==> config.mk <==
export PLATFORM = sky130hd
export DESIGN_NAME = load_store_unit_flat
export DESIGN_NICKNAME = d
export VERILOG_FILES = /design/src/rtl/load_store_unit_if.sv /design/src/rtl/load_store_unit.sv /design/src/flat_wrapper.sv
export SDC_FILE = /design/constraint.sdc
export NUM_CORES = 1
export LEC_CHECK = 0
export CORE_MARGIN = 2
export CORE_UTILIZATION = 52
export CTS_BUF_LIST = sky130_fd_sc_hd__clkbuf_16
export DETAILED_ROUTE_END_ITERATION = 8
export PLACE_DENSITY_LB_ADDON = 0.25
export SETUP_SLACK_MARGIN = 0.02
export SYNTH_ARGS = -nofsm -noshare
export SYNTH_HDL_FRONTEND = slang
export SYNTH_SLANG_ARGS = --single-unit
==> constraint.sdc <==
create_clock -name clk -period 7.1 [get_ports clk]
set_input_delay 1.42 -clock clk [delete_from_list [all_inputs] [get_ports clk]]
set_output_delay 1.42 -clock clk [all_outputs]
set_load 0.005 [all_outputs]
==> src/rtl/load_store_unit_if.sv <==
// -----------------------------------------------------------------------------
// load_store_unit_if
//
// Purpose: groups the request/response handshake between the execute stage and
// the load/store unit, and the doubleword data-memory bus, into one bundle.
//
// Modports:
//   slave  : the load/store unit itself (takes requests, drives memory)
//   master : the requester (execute stage); drives req_*, observes resp_*
//   memory : the 64-bit doubleword data memory; observes mem_*, drives readData
//
// Signals:
//   req_valid / req_ready   request handshake, accepted when both are high
//   req_write               1 = store, 0 = load
//   req_funct3              RISC-V funct3 access width / signedness
//   req_addr / req_wdata    byte address and store data
//   resp_valid              one-cycle response pulse, no backpressure
//   resp_rdata / resp_fault load result (0 for stores/faults), fault flag
//   mem_address             doubleword-aligned address during an access
//   mem_writeData           doubleword written on mem_MemWrite
//   mem_MemWrite/MemRead    memory strobes
//   mem_readData            read data, valid one cycle after mem_MemRead
// -----------------------------------------------------------------------------
interface load_store_unit_if;
   logic        req_valid;
   logic        req_ready;
   logic        req_write;
   logic [2:0]  req_funct3;
   logic [63:0] req_addr;
   logic [63:0] req_wdata;
   logic        resp_valid;
   logic [63:0] resp_rdata;
   logic        resp_fault;
   logic [63:0] mem_address;
   logic [63:0] mem_writeData;
   logic        mem_MemWrite;
   logic        mem_MemRead;
   logic [63:0] mem_readData;

   modport slave (
      input  req_valid, req_write, req_funct3, req_addr, req_wdata, mem_readData,
      output req_ready, resp_valid, resp_rdata, resp_fault,
             mem_address, mem_writeData, mem_MemWrite, mem_MemRead
   );

   modport master (
      output req_valid, req_write, req_funct3, req_addr, req_wdata,
      input  req_ready, resp_valid, resp_rdata, resp_fault
   );

   modport memory (
      input  mem_address, mem_writeData, mem_MemWrite, mem_MemRead,
      output mem_readData
   );
endinterface

==> src/rtl/load_store_unit.sv <==
// -----------------------------------------------------------------------------
// load_store_unit
//
// Purpose: converts RV64 byte/half/word/double loads and stores into aligned
// doubleword accesses to a 1-cycle synchronous-read data memory. Loads extract
// the addressed lane and sign/zero-extend it; sub-doubleword stores perform a
// read-modify-write; misaligned, out-of-range or illegal requests produce a
// fault response without touching memory.
//
// Ports:
//   clk    in   clock, all state updates on the rising edge
//   reset  in   asynchronous, active-low reset
//   bus    slave modport of load_store_unit_if (request, response, memory)
//   stat_loads / stat_stores / stat_faults  out [31:0]  saturating response
//          counters, present only when LSU_STATS_EN is defined
//
// Parameters:
//   ADDR_LIMIT  first invalid byte address (requests at or above it fault)
//   MEM_RD_LAT  memory read latency; only 1 is supported
//
// Build option: define LSU_STATS_EN to add the response statistics counters.
// -----------------------------------------------------------------------------
module load_store_unit #(
   parameter logic [63:0] ADDR_LIMIT = 64'h2000,
   parameter int          MEM_RD_LAT = 1
) (
   input  logic               clk,
   input  logic               reset,
   load_store_unit_if.slave   bus
`ifdef LSU_STATS_EN
   ,
   output logic [31:0]        stat_loads,
   output logic [31:0]        stat_stores,
   output logic [31:0]        stat_faults
`endif
);

   generate
      if (MEM_RD_LAT != 1) begin : g_bad_rd_lat
         $error("load_store_unit: MEM_RD_LAT must be 1");
      end
   endgenerate

   typedef enum logic [2:0] {
      S_IDLE,
      S_RD,
      S_CAP,
      S_WR,
      S_FLT,
      S_RESP
   } state_t;

   state_t      state_q, state_d;
   logic [63:0] addr_q;
   logic [2:0]  funct3_q;
   logic        write_q;
   logic [63:0] wdata_q;    // store data, replaced by the merged doubleword in CAP
   logic [63:0] rdata_q;
   logic        fault_q;

   logic        accept;
   logic        misalign;
   logic        req_fault;
   logic [63:0] lane;
   logic [63:0] load_val;
   logic [7:0]  size_be;
   logic [7:0]  byte_en;
   logic [63:0] wdata_sh;
   logic [63:0] merged;

   assign accept = (state_q == S_IDLE) && bus.req_valid;

   // Fault decision is taken on the raw request so no access is ever started
   // for a bad request.
   always_comb begin
      // NOTE: every combinational output gets a default first so no path can
      // leave it unassigned and infer a latch.
      misalign = 1'b0;
      case (bus.req_funct3[1:0])
         2'b01:   misalign = bus.req_addr[0];
         2'b10:   misalign = |bus.req_addr[1:0];
         2'b11:   misalign = |bus.req_addr[2:0];
         default: misalign = 1'b0;
      endcase
      req_fault = (bus.req_addr >= ADDR_LIMIT)
                | misalign
                | (bus.req_write && bus.req_funct3[2])
                | (bus.req_funct3 == 3'b111);
   end

   // Next-state logic.
   always_comb begin
      state_d = state_q;
      case (state_q)
         S_IDLE: begin
            if (bus.req_valid) begin
               if (req_fault)                         state_d = S_FLT;
               else if (!bus.req_write)               state_d = S_RD;
               else if (bus.req_funct3[1:0] == 2'b11) state_d = S_WR;
               else                                   state_d = S_RD;
            end
         end
         S_RD:    state_d = S_CAP;
         S_CAP:   state_d = write_q ? S_WR : S_RESP;
         S_WR:    state_d = S_RESP;
         S_FLT:   state_d = S_RESP;
         S_RESP:  state_d = S_IDLE;
         default: state_d = S_IDLE;
      endcase
   end

   // Lane extraction and extension for loads; readData is valid in CAP.
   always_comb begin
      lane     = bus.mem_readData >> {addr_q[2:0], 3'b000};
      load_val = 64'd0;
      case (funct3_q)
         3'b000:  load_val = {{56{lane[7]}},  lane[7:0]};
         3'b001:  load_val = {{48{lane[15]}}, lane[15:0]};
         3'b010:  load_val = {{32{lane[31]}}, lane[31:0]};
         3'b011:  load_val = lane;
         3'b100:  load_val = {56'd0, lane[7:0]};
         3'b101:  load_val = {48'd0, lane[15:0]};
         3'b110:  load_val = {32'd0, lane[31:0]};
         default: load_val = 64'd0;
      endcase
   end

   // Little-endian merge of store data into the doubleword read back in CAP.
   always_comb begin
      case (funct3_q[1:0])
         2'b00:   size_be = 8'h01;
         2'b01:   size_be = 8'h03;
         2'b10:   size_be = 8'h0F;
         default: size_be = 8'hFF;
      endcase
      byte_en  = size_be << addr_q[2:0];
      wdata_sh = wdata_q << {addr_q[2:0], 3'b000};
      merged   = 64'd0;
      for (int i = 0; i < 8; i++) begin
         merged[8*i +: 8] = byte_en[i] ? wdata_sh[8*i +: 8] : bus.mem_readData[8*i +: 8];
      end
   end

   // NOTE: sequential state uses non-blocking assignments so every register
   // samples pre-edge values regardless of process ordering.
   always_ff @(posedge clk or negedge reset) begin
      if (!reset) begin
         state_q <= S_IDLE;
      end else begin
         state_q <= state_d;
      end
   end

   always_ff @(posedge clk or negedge reset) begin
      if (!reset) begin
         addr_q   <= 64'd0;
         funct3_q <= 3'd0;
         write_q  <= 1'b0;
         wdata_q  <= 64'd0;
         rdata_q  <= 64'd0;
         fault_q  <= 1'b0;
      end else if (accept) begin
         addr_q   <= bus.req_addr;
         funct3_q <= bus.req_funct3;
         write_q  <= bus.req_write;
         wdata_q  <= bus.req_wdata;
         rdata_q  <= 64'd0;
         fault_q  <= req_fault;
      end else if (state_q == S_CAP) begin
         if (write_q) wdata_q <= merged;
         else         rdata_q <= load_val;
      end
   end

   // Outputs decode straight from state so the strobes drop the moment reset
   // is asserted, without waiting for a clock edge.
   assign bus.req_ready     = (state_q == S_IDLE);
   assign bus.resp_valid    = (state_q == S_RESP);
   assign bus.resp_rdata    = (state_q == S_RESP) ? rdata_q : 64'd0;
   assign bus.resp_fault    = (state_q == S_RESP) && fault_q;
   assign bus.mem_MemRead   = (state_q == S_RD);
   assign bus.mem_MemWrite  = (state_q == S_WR);
   assign bus.mem_address   = ((state_q == S_RD) || (state_q == S_WR)) ?
                              {addr_q[63:3], 3'b000} : 64'd0;
   assign bus.mem_writeData = (state_q == S_WR) ? wdata_q : 64'd0;

`ifdef LSU_STATS_EN
   logic [31:0] stat_loads_q, stat_stores_q, stat_faults_q;

   always_ff @(posedge clk or negedge reset) begin
      if (!reset) begin
         stat_loads_q  <= 32'd0;
         stat_stores_q <= 32'd0;
         stat_faults_q <= 32'd0;
      end else if (state_q == S_RESP) begin
         if (fault_q) begin
            if (stat_faults_q != 32'hFFFF_FFFF) stat_faults_q <= stat_faults_q + 32'd1;
         end else if (write_q) begin
            if (stat_stores_q != 32'hFFFF_FFFF) stat_stores_q <= stat_stores_q + 32'd1;
         end else begin
            if (stat_loads_q != 32'hFFFF_FFFF)  stat_loads_q  <= stat_loads_q + 32'd1;
         end
      end
   end

   assign stat_loads  = stat_loads_q;
   assign stat_stores = stat_stores_q;
   assign stat_faults = stat_faults_q;
`endif

endmodule

==> src/flat_wrapper.sv <==
// flat-port wrapper written by rule: the top's interface ports become plain ports
module load_store_unit_flat 
#(
   parameter logic [63:0] ADDR_LIMIT = 64'h2000,
   parameter int          MEM_RD_LAT = 1
)
  (clk, reset, bus_req_valid, bus_req_write, bus_req_funct3, bus_req_addr, bus_req_wdata, bus_mem_readData, bus_req_ready, bus_resp_valid, bus_resp_rdata, bus_resp_fault, bus_mem_address, bus_mem_writeData, bus_mem_MemWrite, bus_mem_MemRead);
  load_store_unit_if bus_i ();
  input  logic clk;
  input  logic reset;
  input wire logic [$bits(bus_i.req_valid)-1:0] bus_req_valid;
  input wire logic [$bits(bus_i.req_write)-1:0] bus_req_write;
  input wire logic [$bits(bus_i.req_funct3)-1:0] bus_req_funct3;
  input wire logic [$bits(bus_i.req_addr)-1:0] bus_req_addr;
  input wire logic [$bits(bus_i.req_wdata)-1:0] bus_req_wdata;
  input wire logic [$bits(bus_i.mem_readData)-1:0] bus_mem_readData;
  output wire logic [$bits(bus_i.req_ready)-1:0] bus_req_ready;
  output wire logic [$bits(bus_i.resp_valid)-1:0] bus_resp_valid;
  output wire logic [$bits(bus_i.resp_rdata)-1:0] bus_resp_rdata;
  output wire logic [$bits(bus_i.resp_fault)-1:0] bus_resp_fault;
  output wire logic [$bits(bus_i.mem_address)-1:0] bus_mem_address;
  output wire logic [$bits(bus_i.mem_writeData)-1:0] bus_mem_writeData;
  output wire logic [$bits(bus_i.mem_MemWrite)-1:0] bus_mem_MemWrite;
  output wire logic [$bits(bus_i.mem_MemRead)-1:0] bus_mem_MemRead;
  assign bus_i.req_valid = bus_req_valid;
  assign bus_i.req_write = bus_req_write;
  assign bus_i.req_funct3 = bus_req_funct3;
  assign bus_i.req_addr = bus_req_addr;
  assign bus_i.req_wdata = bus_req_wdata;
  assign bus_i.mem_readData = bus_mem_readData;
  assign bus_req_ready = bus_i.req_ready;
  assign bus_resp_valid = bus_i.resp_valid;
  assign bus_resp_rdata = bus_i.resp_rdata;
  assign bus_resp_fault = bus_i.resp_fault;
  assign bus_mem_address = bus_i.mem_address;
  assign bus_mem_writeData = bus_i.mem_writeData;
  assign bus_mem_MemWrite = bus_i.mem_MemWrite;
  assign bus_mem_MemRead = bus_i.mem_MemRead;
  load_store_unit #(.ADDR_LIMIT(ADDR_LIMIT), .MEM_RD_LAT(MEM_RD_LAT)) u_core (.clk(clk), .reset(reset), .bus(bus_i));
endmodule
* Yosys cells after proc, flatten, opt, wreduce, memory -nomap -nowiden
Index checks and enable logic that the tools add are counted.
** Word-level totals
- Register bits after elaboration :: 200
- Bits of input ports :: 199
- Output and inout port bits :: 197
- Word-level logic and storage cells :: 73
** Operators by class
- Order comparisons :: 1
- Equal/unequal tests :: 19
- Shift-type cells :: 3
- Muxes and demuxes :: 26
- Bitwise logic cells :: 3
- Reduce and logical (&&, ||, !) cells :: 14
** Operators with widths (number)
- two-way mux 64 bit :: 9
- case mux 64 bit (7 select lines) :: 1
- greater-or-equal comparator 64 x 14 -> 1 bit, second input constant :: 1
- two-way mux 8 bit :: 8
- left shift 64 x 6 -> 64 bit :: 1
- >> shifter 64 x 6 -> 64 bit :: 1
- case mux 8 bit (3 select lines) :: 1
- equality test 3 bit, second input constant :: 6
- equality test 3 x 2 -> 1 bit, second input constant :: 4
- two-way mux 3 bit :: 4
- case mux 3 bit (4 select lines) :: 1
- left shift 8 x 3 -> 8 bit :: 1
- equality test 2 bit, second input constant :: 3
- equality test 3 x 1 -> 1 bit, second input constant :: 2
- zero test 3 bit :: 2
- equality test 2 x 1 -> 1 bit, second input constant :: 2
- inequality test 2 bit, second input constant :: 2
- AND reduction 2 bit :: 2
- nonzero test 2 bit :: 2
- OR reduction 2 bit :: 2
- logical AND 1 bit :: 3
- bitwise OR 1 bit :: 3
- case mux 1 bit (3 select lines) :: 1
- OR reduction 3 bit :: 1
- other kinds (3) :: 3

* Logic depth before layout (Yosys ltp)
- Depth in word-level cells :: 8
- Depth in mapped cells :: 11
- Mapped depth without buffers :: 5

* Worst setup path after synthesis
No wires, ideal clock.
- Kind :: input-to-reg
- Start :: input port bus_mem_readData[31]
- End :: register u_core.rdata_q[43]
- Library setup time :: 0.126 ns
- Arrival time :: 3.082 ns
- Slack :: 3.892 ns
- Cell stages on the path :: 6
- Buffers on the path :: 1
- Cell sequence :: mux2_1 -> mux4_2 -> nor4bb_1 -> o31a_1 -> buf_6 -> a221o_1
** Between the ends
- Cells in the longest elaborated chain, start to end :: 5
** Ends and longest elaborated chain
- start, declared :: line flat_wrapper.sv:16 : input wire logic [$bits(bus_i.mem_readData)-1:0] bus_mem_readData;
- >> shifter 64 x 6 -> 64 bit :: line load_store_unit.sv:114 : lane = bus.mem_readData >> {addr_q[2:0], 3'b000};
- case mux 64 bit (7 select lines) :: line load_store_unit.sv:116 : case (funct3_q)
- two-way mux 64 bit :: line load_store_unit.sv:170 : if (write_q) wdata_q <= merged;
- two-way mux 64 bit :: line load_store_unit.sv:169 : end else if (state_q == S_CAP) begin
- two-way mux 64 bit :: line load_store_unit.sv:162 : end else if (accept) begin
- end signal, assigned :: line load_store_unit.sv:171 : else rdata_q <= load_val;
- end, declared :: line load_store_unit.sv:58 : logic [63:0] rdata_q;
Every way passes these cells. The select of a mux whose other input is x is not followed.
A chain may end at the register's enable or synchronous reset.

* Final worst setup path
- Start :: register u_core.state_q[0]
- End :: output port bus_mem_writeData[4]
** Between the ends
- Cells in the longest elaborated chain, start to end :: 2
** Ends and longest elaborated chain
- start, declared :: line load_store_unit.sv:53 : state_t state_q, state_d;
- start signal, assigned :: line load_store_unit.sv:150 : state_q <= state_d;
- equality test 3 x 2 -> 1 bit :: line load_store_unit.sv:185 : assign bus.mem_writeData = (state_q == S_WR) ? wdata_q : 64'd0;
- two-way mux 64 bit :: line load_store_unit.sv:185
- end, declared :: line flat_wrapper.sv:22 : output wire logic [$bits(bus_i.mem_writeData)-1:0] bus_mem_writeData;
Every way passes these cells.

==> impl_summary.txt <==
----------------------------------------------------
[Global routing]
  Initial antenna violation count ... 1
  Vias in the first global route ... 13100
  Global route overflow ... 0
  Combined global-route utilization of all metal layers ... 37.5%
  First-pass GRT wire length ... 77000 um
  Largest net degree at the start of global routing ... a little over 100

[Logic synthesis]
  Proportion of register bits with asynchronous set or reset after synthesis ... between 90% and 100%
  Most area-consuming cells after synthesis ... sky130_fd_sc_hd__dfrtp_1 38%, sky130_fd_sc_hd__nand2_1 8.6%, sky130_fd_sc_hd__and2_1 6.2%
  Post-synthesis average cell area ... approximately 8.5 sq um
  Most area-hungry cell type in the Yosys netlist ... sky130_fd_sc_hd__dfrtp_1
  Top cell types by occurrence after synthesis ... 305 x sky130_fd_sc_hd__nand2_1, 200 x sky130_fd_sc_hd__dfrtp_1, 133 x sky130_fd_sc_hd__and2_1
  Fraction of post-synthesis cell area in the top cell type by area ... a little under two fifths
  Post-synthesis sequential area ratio ... between 30% and 40%
  Main synth FF type ... sky130_fd_sc_hd__dfrtp_1
  Count leader, synth ... sky130_fd_sc_hd__nand2_1
  Synthesis Warnings ... 0
  Flip-flop and latch count after synthesis ... 200
  Netlist area before placement ... between 10000 and 15000 sq um
  Number of flops mapped to enable cells by yosys ... 0
  Count of mapped cells out of synthesis ... roughly 1600
  Distinct cell type count after synthesis ... 60

[STA]
  Share of the cycle needed by the critical path after routing ... between 60% and 70%
  Summed negative setup slack over all endpoints ... 0 ps
  Max transition margin ... around a fifth
  Post-route clock skew ... around 22 ps
  Worst hold margin ... about 470 ps
  Final count of hold timing violations ... 0
  Max Clock Freq ... 0.211 GHz
  Clock period minus worst slack ... roughly 4700 ps
  Final-report max-slew violation count ... 0
  Final setup margin ... roughly 2400 ps
  Least-Margin Pin Slew ... about 1200 ps
  Setup repair after global routing missed its margin ... false
  Setup-failing EPs final ... 0

[Setup path]
  FF-to-FF setup slack ... 3240 ps
  Bufs and invs on worst path ... 2
  Start point of the critical path ... u_core.state_q[0]$_DFFE_PN0P_
  Start of the worst register-to-register path ... u_core.addr_q[0]$_DFFE_PN0P_
  Type of the worst setup path ... register to primary output
  Setup crit start kind ... register
  Critical Path Sink ... bus_mem_writeData[4]
  Ordered cell list for the critical path ... nor2b_4 > buf_4 > and3_1 > clkdlybuf4s50_1
  Slowest stage cell on the critical path ... sky130_fd_sc_hd__nor2b_4
  Reg2Reg Capture Point ... u_core.wdata_q[52]$_DFFE_PN0P_
  Worst R2R Path Depth ... 6
  Max FO, Critical Path ... 72
  Crit path DAT ... ~3300 ps
  Required @ worst endpoint ... between 5000 and 6000 ps
  Worst path max stage delay ... between 800 and 900 ps
  Crit. End Element ... primary output
  Cell family with the largest share of critical-path delay ... simple AND/OR/NAND/NOR gates
  Count of cell instances traversed by the critical path ... 4

[CTS]
  Number of CTS-inserted buffers ... 17
  Clock H-tree levels ... 4
  Clock slew at the register clock pins of the worst setup and hold paths ... 80 ps
  Clock Sinks ... 200
  Clock latency of the later-clocked register in the worst-skew pair ... 450 ps
  Post-CTS setup-driven buffer insertion count ... 0
  Number of instances resized during post-cts repair ... 0
  Hold_buf cts ... 0
  Clk Tree Root Cell ... sky130_fd_sc_hd__clkbuf_16
  Clock tree from TritonCTS ... yes
  Max Root-Sink Buffers ... 2

[Final layout]
  Area growth, synth to finish ... 33.7%
  Layout cells sized above 1 ... 6.76%
  Layout Utilization ... 70.8%
  Final std cell area, no fill ... around 18000 sq um
  Final Net Count ... between 2000 and 2500
  Final standard cell count with taps included and fillers excluded ... 2195

[Die]
  Chip width ... around 160 um
  Full die area ... 27000 sq um
  Core Region ... between 20000 and 30000 sq um
  Top-level I/O count ... about 400
  Vertical die dimension ... between 150 and 200 um
  Site Rows ... 58
  Starting density of the core ... 53.0%

[Power]
  Power after layout ... a little over 7 mW
  Static leakage ... a little under 8 nW
  VDD IR-drop max ... about 0.26 mV
  Total power divided by cell area ... ~410 nW/um^2

[Place]
  Dpl cells ... 2161
  Port Buffer Count ... 392
  Weighted congestion reported at the end of routability-driven placement ... 0.974
  Placed wire-length estimate after detailed placement ... ~37000 um
  Post-DP Area ... 17200 sq um
  Worst setup slack before clock tree synthesis ... 2870 ps

[Run status]
  Outcome ... completed

[Detailed routing]
  Post-detailed-routing wire length ... 51400 um
  Wirelength per Cell ... approximately 23 um
  Number of nets with antenna violations after routing ... 0
  Pre-Repair DR Iteration Count ... 7
  Number of design-rule violations left by the first detailed-router iteration ... ~1700
  Vias ... approximately 14000
  Number of remaining DRC errors ... 0
  Vias per inst ... 6.30

[Job]
  Number of max-cap violations ... 0

[Min path]
  Worst min path class ... register to register

----------------------------------------------------
## routing by layer
metal / GRT usage (%) / up-vias / part of all wire (%)
li1: - / 6179 / -
met1: 51.2 / 6558 / 40
met2: 56.2 / 907 / 44
met3: 8.66 / 183 / 10
met4: 18.0 / 2 / 5.1
met5: 0 / - / 0.021
## flip-flops by register name (all words and copies together), names as in the netlist
signal / count
u_core.fault_q: 1
u_core.wdata_q: 64
u_core.addr_q: 64
u_core.funct3_q: 3
u_core.rdata_q: 64
u_core.write_q: 1
u_core.state_q: 3
## area by class of cell
type	instances	area, sq um
Tap cell	330	413
Fill cell	2009	7340
Sequential cell	200	5010
Inverter	8	30.0
Antenna cell	2	5.00
Multi-Input combinational cell	1214	7720
Clock inverter	15	178
Clock buffer	17	425
Timing Repair Buffer	409	4060
## tightest hold or removal path: cells and delay by family, from the launching register on
kind,cells,cell delay [ps]
and+or+nand+nor,2,100
DFF,1,340
## report_power, final
group	leakage [nW]	switching, mW	internal (mW)	total (mW)
Combinational	4.91	2.16	1.72	3.88
Clock	0.294	0.529	0.480	1.01
Sequential	2.52	0.756	1.62	2.38
Total	7.72	3.44	3.82	7.27
## placed cells by master, fill, tap and decap left out, drive strengths merged, types with 11 or more instances in the layout
cell           count
clkdlybuf4s50    391
nand2            305
dfrtp            200
and2             133
a21oi             80
o21ai             79
mux2i             75
nor2              67
and3              64
a211oi            51
mux2              43
nor2b             35
a31oi             32
a221o             31
a21o              27
a22oi             25
clkbuf            18
buf               17
o211ai            16
mux4              15
inv               14
nor4              13
a32oi             11
nor3              11
## kinds of logic (layout without fill, tap and decap cells)
family                 count (synthesis)  in the layout  synth area share, %
AO/OA/AOI/OAI                        422            422                 21.7
buffers and inverters                160            449                 5.04
multiplexers                         133            133                 11.8
AND/OR/NAND/NOR                      656            656                 23.9
other                                  1              5               0.0281
flip-flops                           200            200                 37.5
## worst min-delay path by stage
stage	startpoint	end	cells past startpoint
after floorplan	u_core.addr_q[10]$_DFFE_PN0P_	u_core.addr_q[10]$_DFFE_PN0P_	2
after global placement	u_core.addr_q[56]$_DFFE_PN0P_	u_core.addr_q[56]$_DFFE_PN0P_	2
after detailed placement	u_core.addr_q[37]$_DFFE_PN0P_	u_core.addr_q[37]$_DFFE_PN0P_	2
after CTS	u_core.addr_q[52]$_DFFE_PN0P_	u_core.addr_q[52]$_DFFE_PN0P_	2
after global routing	u_core.addr_q[47]$_DFFE_PN0P_	u_core.addr_q[47]$_DFFE_PN0P_	2
final	u_core.addr_q[45]$_DFFE_PN0P_	u_core.addr_q[45]$_DFFE_PN0P_	2
Note: power is estimated with default switching activity, not from simulation.
